<file path="src/rtl/uart_cmd_parser.sv">
// uart_cmd_parser: parses one received KEY=VALUE payload into a packed key
// and a signed 32-bit value, or reports why the payload was rejected.
// One payload byte is examined per cycle; results leave as single-cycle pulses.
module uart_cmd_parser #(
  parameter int unsigned MAX_BYTES = 128
) (
  input  logic                   sys_clk,
  input  logic                   sys_rst_n,
  input  logic [8*MAX_BYTES-1:0] rx_string,
  input  logic [7:0]             rx_length,
  input  logic                   rx_done,
  output logic                   busy,
  output logic [31:0]            cmd_key,
  output logic [31:0]            cmd_value,
  output logic                   cmd_valid,
  output logic                   cmd_err,
  output logic [2:0]             err_code
);

  localparam int unsigned STR_W  = 8 * MAX_BYTES;
  localparam int unsigned LEN_W  = 8;
  localparam int unsigned KEY_W  = 32;
  localparam int unsigned VAL_W  = 32;
  localparam int unsigned ACC_W  = 34;
  // Product is formed wider than the accumulator so the range compare
  // always sees the true value of acc*10+digit, never a wrapped one.
  localparam int unsigned PROD_W = ACC_W + 4;
  localparam int unsigned CODE_W = 3;

  localparam logic [CODE_W-1:0] E_OK       = 3'd0;
  localparam logic [CODE_W-1:0] E_EMPTY    = 3'd1;
  localparam logic [CODE_W-1:0] E_TOO_LONG = 3'd2;
  localparam logic [CODE_W-1:0] E_BAD_KEY  = 3'd3;
  localparam logic [CODE_W-1:0] E_NO_EQ    = 3'd4;
  localparam logic [CODE_W-1:0] E_BAD_VAL  = 3'd5;
  localparam logic [CODE_W-1:0] E_OVERFLOW = 3'd6;

  localparam logic [PROD_W-1:0] POS_LIMIT = 38'd2147483647;
  localparam logic [PROD_W-1:0] NEG_LIMIT = 38'd2147483648;

  typedef enum logic [1:0] {
    S_IDLE  = 2'd0,
    S_PARSE = 2'd1,
    S_DONE  = 2'd2,
    S_ERR   = 2'd3
  } state_e;

  state_e              state_q, state_d;
  logic [STR_W-1:0]    str_q, str_d;      // payload, shifted so the current byte is at [7:0]
  logic [LEN_W-1:0]    rem_q, rem_d;      // bytes still to examine, current one included
  logic [KEY_W-1:0]    key_q, key_d;
  logic [2:0]          kcnt_q, kcnt_d;
  logic                val_ph_q, val_ph_d;
  logic [ACC_W-1:0]    acc_q, acc_d;
  logic                neg_q, neg_d;
  logic                dig_q, dig_d;      // at least one value digit seen

  logic                busy_q, busy_d;
  logic [KEY_W-1:0]    cmd_key_q, cmd_key_d;
  logic [VAL_W-1:0]    cmd_value_q, cmd_value_d;
  logic                cmd_valid_q, cmd_valid_d;
  logic                cmd_err_q, cmd_err_d;
  logic [CODE_W-1:0]   err_code_q, err_code_d;

  logic [7:0]          byte_c;
  logic                is_key_c;
  logic                is_dig_c;
  logic [PROD_W-1:0]   prod_c;
  logic                fail_c;
  logic [CODE_W-1:0]   code_c;

  // Next-state, datapath and registered-output computation.
  always_comb begin
    state_d     = state_q;
    str_d       = str_q;
    rem_d       = rem_q;
    key_d       = key_q;
    kcnt_d      = kcnt_q;
    val_ph_d    = val_ph_q;
    acc_d       = acc_q;
    neg_d       = neg_q;
    dig_d       = dig_q;
    cmd_key_d   = cmd_key_q;
    cmd_value_d = cmd_value_q;
    err_code_d  = err_code_q;
    cmd_valid_d = 1'b0;
    cmd_err_d   = 1'b0;
    fail_c      = 1'b0;
    code_c      = E_OK;

    byte_c   = str_q[7:0];
    is_key_c = (byte_c inside {[8'h41:8'h5A], [8'h30:8'h39], 8'h5F});
    is_dig_c = (byte_c inside {[8'h30:8'h39]});
    prod_c   = PROD_W'(acc_q) * PROD_W'(10) + PROD_W'(byte_c[3:0]);

    case (state_q)
      S_IDLE: begin
        if (rx_done) begin
          str_d    = rx_string;
          rem_d    = rx_length;
          key_d    = '0;
          kcnt_d   = '0;
          val_ph_d = 1'b0;
          acc_d    = '0;
          neg_d    = 1'b0;
          dig_d    = 1'b0;
          if (rx_length == '0) begin
            fail_c = 1'b1;
            code_c = E_EMPTY;
          end else if (32'(rx_length) > MAX_BYTES) begin
            fail_c = 1'b1;
            code_c = E_TOO_LONG;
          end else begin
            state_d = S_PARSE;
          end
        end
      end

      S_PARSE: begin
        str_d = str_q >> 8;
        rem_d = rem_q - LEN_W'(1);
        if (!val_ph_q) begin
          if (is_key_c) begin
            if (kcnt_q == 3'd4) begin
              fail_c = 1'b1;
              code_c = E_BAD_KEY;
            end else begin
              key_d  = {key_q[KEY_W-9:0], byte_c};
              kcnt_d = kcnt_q + 3'd1;
            end
          end else if (byte_c == 8'h3D && kcnt_q != 3'd0) begin
            val_ph_d = 1'b1;
          end else begin
            fail_c = 1'b1;
            code_c = E_BAD_KEY;
          end
        end else begin
          if (byte_c == 8'h2D) begin
            if (neg_q || dig_q) begin
              fail_c = 1'b1;
              code_c = E_BAD_VAL;
            end else begin
              neg_d = 1'b1;
            end
          end else if (is_dig_c) begin
            if (prod_c > (neg_q ? NEG_LIMIT : POS_LIMIT)) begin
              fail_c = 1'b1;
              code_c = E_OVERFLOW;
            end else begin
              acc_d = prod_c[ACC_W-1:0];
              dig_d = 1'b1;
            end
          end else begin
            fail_c = 1'b1;
            code_c = E_BAD_VAL;
          end
        end

        // End of payload: judge the command as a whole.
        if (!fail_c && rem_q == LEN_W'(1)) begin
          if (!val_ph_d) begin
            fail_c = 1'b1;
            code_c = E_NO_EQ;
          end else if (!dig_d) begin
            fail_c = 1'b1;
            code_c = E_BAD_VAL;
          end else begin
            state_d     = S_DONE;
            cmd_valid_d = 1'b1;
            cmd_key_d   = key_d;
            cmd_value_d = neg_d ? (VAL_W'(0) - acc_d[VAL_W-1:0]) : acc_d[VAL_W-1:0];
            err_code_d  = E_OK;
          end
        end
      end

      S_DONE:  state_d = S_IDLE;
      S_ERR:   state_d = S_IDLE;
      default: state_d = S_IDLE;
    endcase

    if (fail_c) begin
      state_d    = S_ERR;
      cmd_err_d  = 1'b1;
      err_code_d = code_c;
    end

    busy_d = (state_d != S_IDLE);
  end

  // State, datapath and output registers.
  always_ff @(posedge sys_clk or negedge sys_rst_n) begin
    if (!sys_rst_n) begin
      state_q     <= S_IDLE;
      str_q       <= '0;
      rem_q       <= '0;
      key_q       <= '0;
      kcnt_q      <= '0;
      val_ph_q    <= 1'b0;
      acc_q       <= '0;
      neg_q       <= 1'b0;
      dig_q       <= 1'b0;
      busy_q      <= 1'b0;
      cmd_key_q   <= '0;
      cmd_value_q <= '0;
      cmd_valid_q <= 1'b0;
      cmd_err_q   <= 1'b0;
      err_code_q  <= '0;
    end else begin
      state_q     <= state_d;
      str_q       <= str_d;
      rem_q       <= rem_d;
      key_q       <= key_d;
      kcnt_q      <= kcnt_d;
      val_ph_q    <= val_ph_d;
      acc_q       <= acc_d;
      neg_q       <= neg_d;
      dig_q       <= dig_d;
      busy_q      <= busy_d;
      cmd_key_q   <= cmd_key_d;
      cmd_value_q <= cmd_value_d;
      cmd_valid_q <= cmd_valid_d;
      cmd_err_q   <= cmd_err_d;
      err_code_q  <= err_code_d;
    end
  end

  assign busy      = busy_q;
  assign cmd_key   = cmd_key_q;
  assign cmd_value = cmd_value_q;
  assign cmd_valid = cmd_valid_q;
  assign cmd_err   = cmd_err_q;
  assign err_code  = err_code_q;

endmodule

</file>
<file path="config.mk">
export PLATFORM = sky130hd
export DESIGN_NAME = uart_cmd_parser
export DESIGN_NICKNAME = d
export VERILOG_FILES = /design/src/rtl/uart_cmd_parser.sv
export SDC_FILE = /design/constraint.sdc
export NUM_CORES = 2
export LEC_CHECK = 0
export CORE_AREA = 2 2 428 430
export DETAILED_ROUTE_END_ITERATION = 8
export DIE_AREA = 0 0 430 432
export DONT_BUFFER_PORTS = 1
export GPL_TIMING_DRIVEN = 0
export PLACE_DENSITY = 0.52
export SKIP_LAST_GASP = 1
export SLEW_MARGIN = 10
export SYNTH_ARGS = -nofsm -noshare
export SYNTH_HDL_FRONTEND = slang
export SYNTH_SLANG_ARGS = --single-unit
</file>
<file path="constraint.sdc">
create_clock -name sys_clk -period 18.4 [get_ports sys_clk]
set_clock_uncertainty 0.05 [all_clocks]
set_input_delay 3.68 -clock sys_clk [delete_from_list [all_inputs] [get_ports sys_clk]]
set_output_delay 3.68 -clock sys_clk [all_outputs]
set_load 0.02 [all_outputs]
</file>
* Word-level counts from Yosys, hierarchy flattened *
Index checks and enable logic that the tools add are counted.

operators by class
  add/sub/neg operators = 4
  $mul = 1
  order comparisons = 6
  equality and inequality tests = 16
  mux-type cells = 89
  reductions and logical operators = 22

operators with widths
  operator                 number
  $pmux W1024 S2           1
  $mux W1024               1
  $mux W34                 6
  $mux W32                 6
  $pmux W34 S2             1
  $pmux W32 S2             1
  $mux W3                  18
  $add A38 B4 Y38          1
  $gt A38 B32 Y1           1
  $mul A34 B3 Y37 const B  1
  $mux W1                  34
  $sub A1 B32 Y32 const A  1
  $mux W2                  12
  $eq A8 B6 Y1 const B     2
  $ne A2 B2 Y1 const B     8
  $pmux W8 S2              1
  $pmux W3 S2              2
  $reduce_bool A2 Y1       6
  $eq A8 B1 Y1 const B     1
  $eq A8 B7 Y1 const B     1
  $ge A8 B6 Y1 const B     1
  $ge A8 B7 Y1 const B     1
  $gt A8 B8 Y1 const B     1
  $le A8 B6 Y1 const B     1
  20 further kinds         29

storage, ports and cells
  flip-flop bits (word level) = 1176
  bits of input ports = 1035
  output and inout bits = 70

* Longest topological paths before layout *
  word-level depth = 14
  depth in mapped cells = 36
  mapped depth without buffers = 32

* Worst setup path before layout *
Ideal clock, no wire load.

  kind = register to register
  from = reg acc_q[2]
  to = reg cmd_value_q[26] (netlist: cmd_value[26])
  library setup time = 77 ps
  arrival time = 7226 ps
  required time = 18273 ps
  slack = 11047 ps
  stages on the path, launching flop included = 33
  path buffers = 4
  clock period less this slack = 7353 ps
  cell sequence = dfrtp_1 -> ha_1 -> ha_1 -> a211o_1 -> a211o_1 -> a41o_1 -> a211oi_4 -> nand3b_2 -> nor4_4 -> nand3_1 -> nor2_1 -> nand2_1 -> xnor2_1 -> ha_1 -> nand4_1 -> or4_1 -> nor4_1 -> nand2_1 -> a22o_1 -> a31oi_1 -> o221ai_2 -> nor3_4 -> buf_6 -> buf_4 -> buf_4 -> buf_4 -> mux2i_1 -> ha_1 -> nand2_1 -> a2111oi_4 -> a21oi_1 -> xor2_1 -> o21ai_1

on the way
  word-level cells in the longest chain between the ends = 11
  elaborated cells between the ends (all ways) = 23
  those cells by class = 2 x add/sub; 1 x mul; 1 x order compare; 16 x mux; 3 x reduce/logical

ends and longest elaborated chain
  item                                                      line  source
  start, declared                                           54    logic [ACC_W-1:0] acc_q, acc_d;
  start signal, assigned                                    200   acc_q <= '0;
  start signal, assigned                                    216   acc_q <= acc_d;
  branches (longest 11 deep; another with $add A38 B4 Y38)  -
  end signal, assigned                                      221   cmd_value_q <= cmd_value_d;
  end, declared                                             60    logic [VAL_W-1:0] cmd_value_q, cmd_value_d;

Parallel ways; which one is timed is not known. The select of a mux whose other input is x is not followed.
A chain may end at the register's enable or synchronous reset.

* Final worst setup path *
  from = reg acc_q[14]
  to = reg cmd_value_q[28] (netlist: cmd_value[28])

Same word-level chain as after synthesis.

==> impl_metrics.yaml <==
die:
  rows: 157
  die_area_um2: 186000
  io_pins: 1105
  die_w_um: 430
  die_h_um: 432
  core-area_um2: 182000
  initial_core_util_pct: 31.3
sta:
  slew_headroom_pct: 19.8
  slew_violations: 0
  setup_tns_ns: 0
  rsz0062_at_grt: "no"
  tightest_slew_ns: 1.20
  timing_hold_violations_final: 0
  fin_crit_ns: 9.94
  setup_violations: 0
  min_period_over_period_pct: 54.0
  clock.fmax_mhz: 101
critical_path:
  r2r_slack_ns: 8.46
  startpoint_type: "flip-flop"
  cpLargestDelayFamily: "simple AND/OR/NAND/NOR gates"
  slowest_delay_ns: 0.65
  critPathCaptureType: "flip-flop"
  path_buf_inv: 5
  cp.required_ns: 18.98
  crit_path_max_fanout: 10
  crit_arrival_ns: 10.52
  path_class: "reg -> reg"
  cpMaxStageDelayCell: "or4_1"
synthesis:
  synth_area_um2: 56900
  ys_warn_count: 0
  avgSynthCellArea_um2: 8.27
  synth_edf_count: 0
  syn_nets: 8017
  syn_inst: 6876
  synth_common_cells: "2217 x nand2_1, 1176 x dfrtp_1, 1098 x nor2_1"
  synth.top_cell.area_share_pct: 51.8
  synth_cell_type_count: 91
  yosysSeqAreaShare_pct: 51.8
  ys.flop_type: "dfrtp_1"
  netlist.top_cell.by_area: "dfrtp_1"
  synth_most_common_cell: "nand2_1"
  synthArstFlopShare_pct: 100
  synthTopCellsByArea: "dfrtp_1 52%, nand2_1 15%, a31oi_1 11%"
  synth_seq_cells: 1176
worst_hold_path:
  holdCritPathClass: "reg -> reg"
drt:
  vias: 52800
  viasPerCell: 5.46
  drc: 0
  finalWirelength_um: 255000
  first_iter_violations: 4982
  wl_per_cell_um: 26.4
  first_pass_iters: 9
  route.antenna.remaining_nets: 0
clock_tree:
  cts_tree: "built"
  post-cts-setup-buffers: 0
  numCtsBuffers: 143
  h-tree-depth: 4
  cts-resized-gates: 0
  path_clk_slew_ns: 0.06
  clkSinkCount: 1176
  ctsLongestPathBuffers: 3
  cts.root.buffer_cell: "clkbuf_16"
  clk_latency_ns: 0.80
  cts_hold_buf: 0
final_layout:
  drive_gt1_share_pct: 4.12
  fin_nets: 8171
  syn2layout_area_growth_pct: 14.5
  final_util_pct: 35.8
placed_design:
  gp_congestion: 1.10
  dp_hpwl_um: 200000
  portBuffers: 0
run:
  cap_viol_max_count: 0
grt:
  grt_use_total_pct: 26.6
  antenna_found_initial: 194
  grt_pass1_wl_um: 363000
  grt_pass1_vias: 51800
  grt_max_degree: 1177
  grt_overflow_total: 0
power:
  leakage_nw: 28.2
  max-vdd-ir-drop_mv: 0.0781
  powerDensity_nw_per_um2: 183
run_status:
  outcome: "completed"
area by class of cell:
class | count | area, µm²
Multi-Input combinational cell | 5157 | 25300
Antenna cell | 135 | 338
Fill cell | 19200 | 117000
Buffer | 518 | 1990
Inverter | 25 | 93.8
Clock inverter | 42 | 459
Timing Repair Buffer | 9 | 228
Tap cell | 2385 | 2980
Sequential cell | 1176 | 29400
Clock buffer | 215 | 4250
per-layer routing:
layer	track usage, %	part of all wire [%]	up-vias
met3	7.61	7.9	601
li1	-	-	23800
met1	33.6	41	26100
met2	40.5	46	2197
met4	15.7	5.5	98
met5	0	0.24	-
registers in the layout (all words and copies together), names as in the netlist:
name,flops
cmd_value,32
val_ph_q,1
cmd_err,1
acc_q,34
cmd_key,32
state_q,2
cmd_valid,1
kcnt_q,3
busy,1
key_q,32
str_q,1024
neg_q,1
dig_q,1
err_code,3
rem_q,8
report_power, final:
group	internal (mW)	leakage, nW	switching, mW
sequential	3.83	13.6	0.816
combinational	1.47	12.3	2.91
clock	1.68	2.32	1.21
total	6.98	28.2	4.94
path summary, 6_finish.rpt:
check | start | end | cells past startpoint
max | acc_q[14] | cmd_value[28] | 33
min | key_q[26] | key_q[26] | 1
max reg2reg | acc_q[14] | cmd_value[28] | 33
min reg2reg | key_q[26] | key_q[26] | 1
max in group asynchronous | sys_rst_n | str_q[122] | 4
min in group asynchronous | sys_rst_n | str_q[438] | 0
cell usage in the layout (no fill, tap or decap), types with 24 or more instances in the layout:
| master | count |
|---|---|
| a21o_1 | 27 |
| a21oi_1 | 68 |
| a22o_1 | 31 |
| a31oi_1 | 1027 |
| clkbuf_1 | 515 |
| clkbuf_16 | 147 |
| clkbuf_8 | 32 |
| dfrtp_1 | 1175 |
| diode_2 | 135 |
| ha_1 | 104 |
| inv_1 | 24 |
| mux2i_1 | 64 |
| nand2_1 | 2217 |
| nand3_1 | 34 |
| nor2_1 | 1098 |
| nor3_1 | 28 |
| o21ai_0 | 125 |
| o21ai_1 | 30 |
| xnor2_1 | 45 |
| xor2_1 | 34 |
kinds of logic (layout without fill, tap and decap cells):
kind of cell,after synthesis,in the layout,share of synthesized area (%)
DFF,1176,1176,51.8
buffers and inverters,543,809,3.66
other,0,135,0
muxes,71,71,1.27
and+or+nand+nor,3500,3500,24.1
AOI/OAI and AO/OA,1401,1401,15.7
adders and majority gates,106,106,2.36
xor gates and xnor gates,79,79,1.22
per-stage QoR:
stage / instances / worst slack [ns] / hold slack, ns / instance area (µm²) / power [mW]
4_1_cts: 9520 / 8.53 / 0.453 / 64600 / 11.9
3_5_place_dp: 9263 / 8.57 / 0.436 / 59900 / 8.95
6_report: 9662 / 8.46 / 0.454 / 65100 / 11.9
2_1_floorplan: 6876 / 11.05 / 0.416 / 56900 / 7.45
3_3_place_gp: 9261 / 8.66 / 0.433 / 59800 / 8.87
5_1_grt: 9631 / 7.90 / 0.479 / 65000 / 12.8
Note: power is estimated with default switching activity, not from simulation.
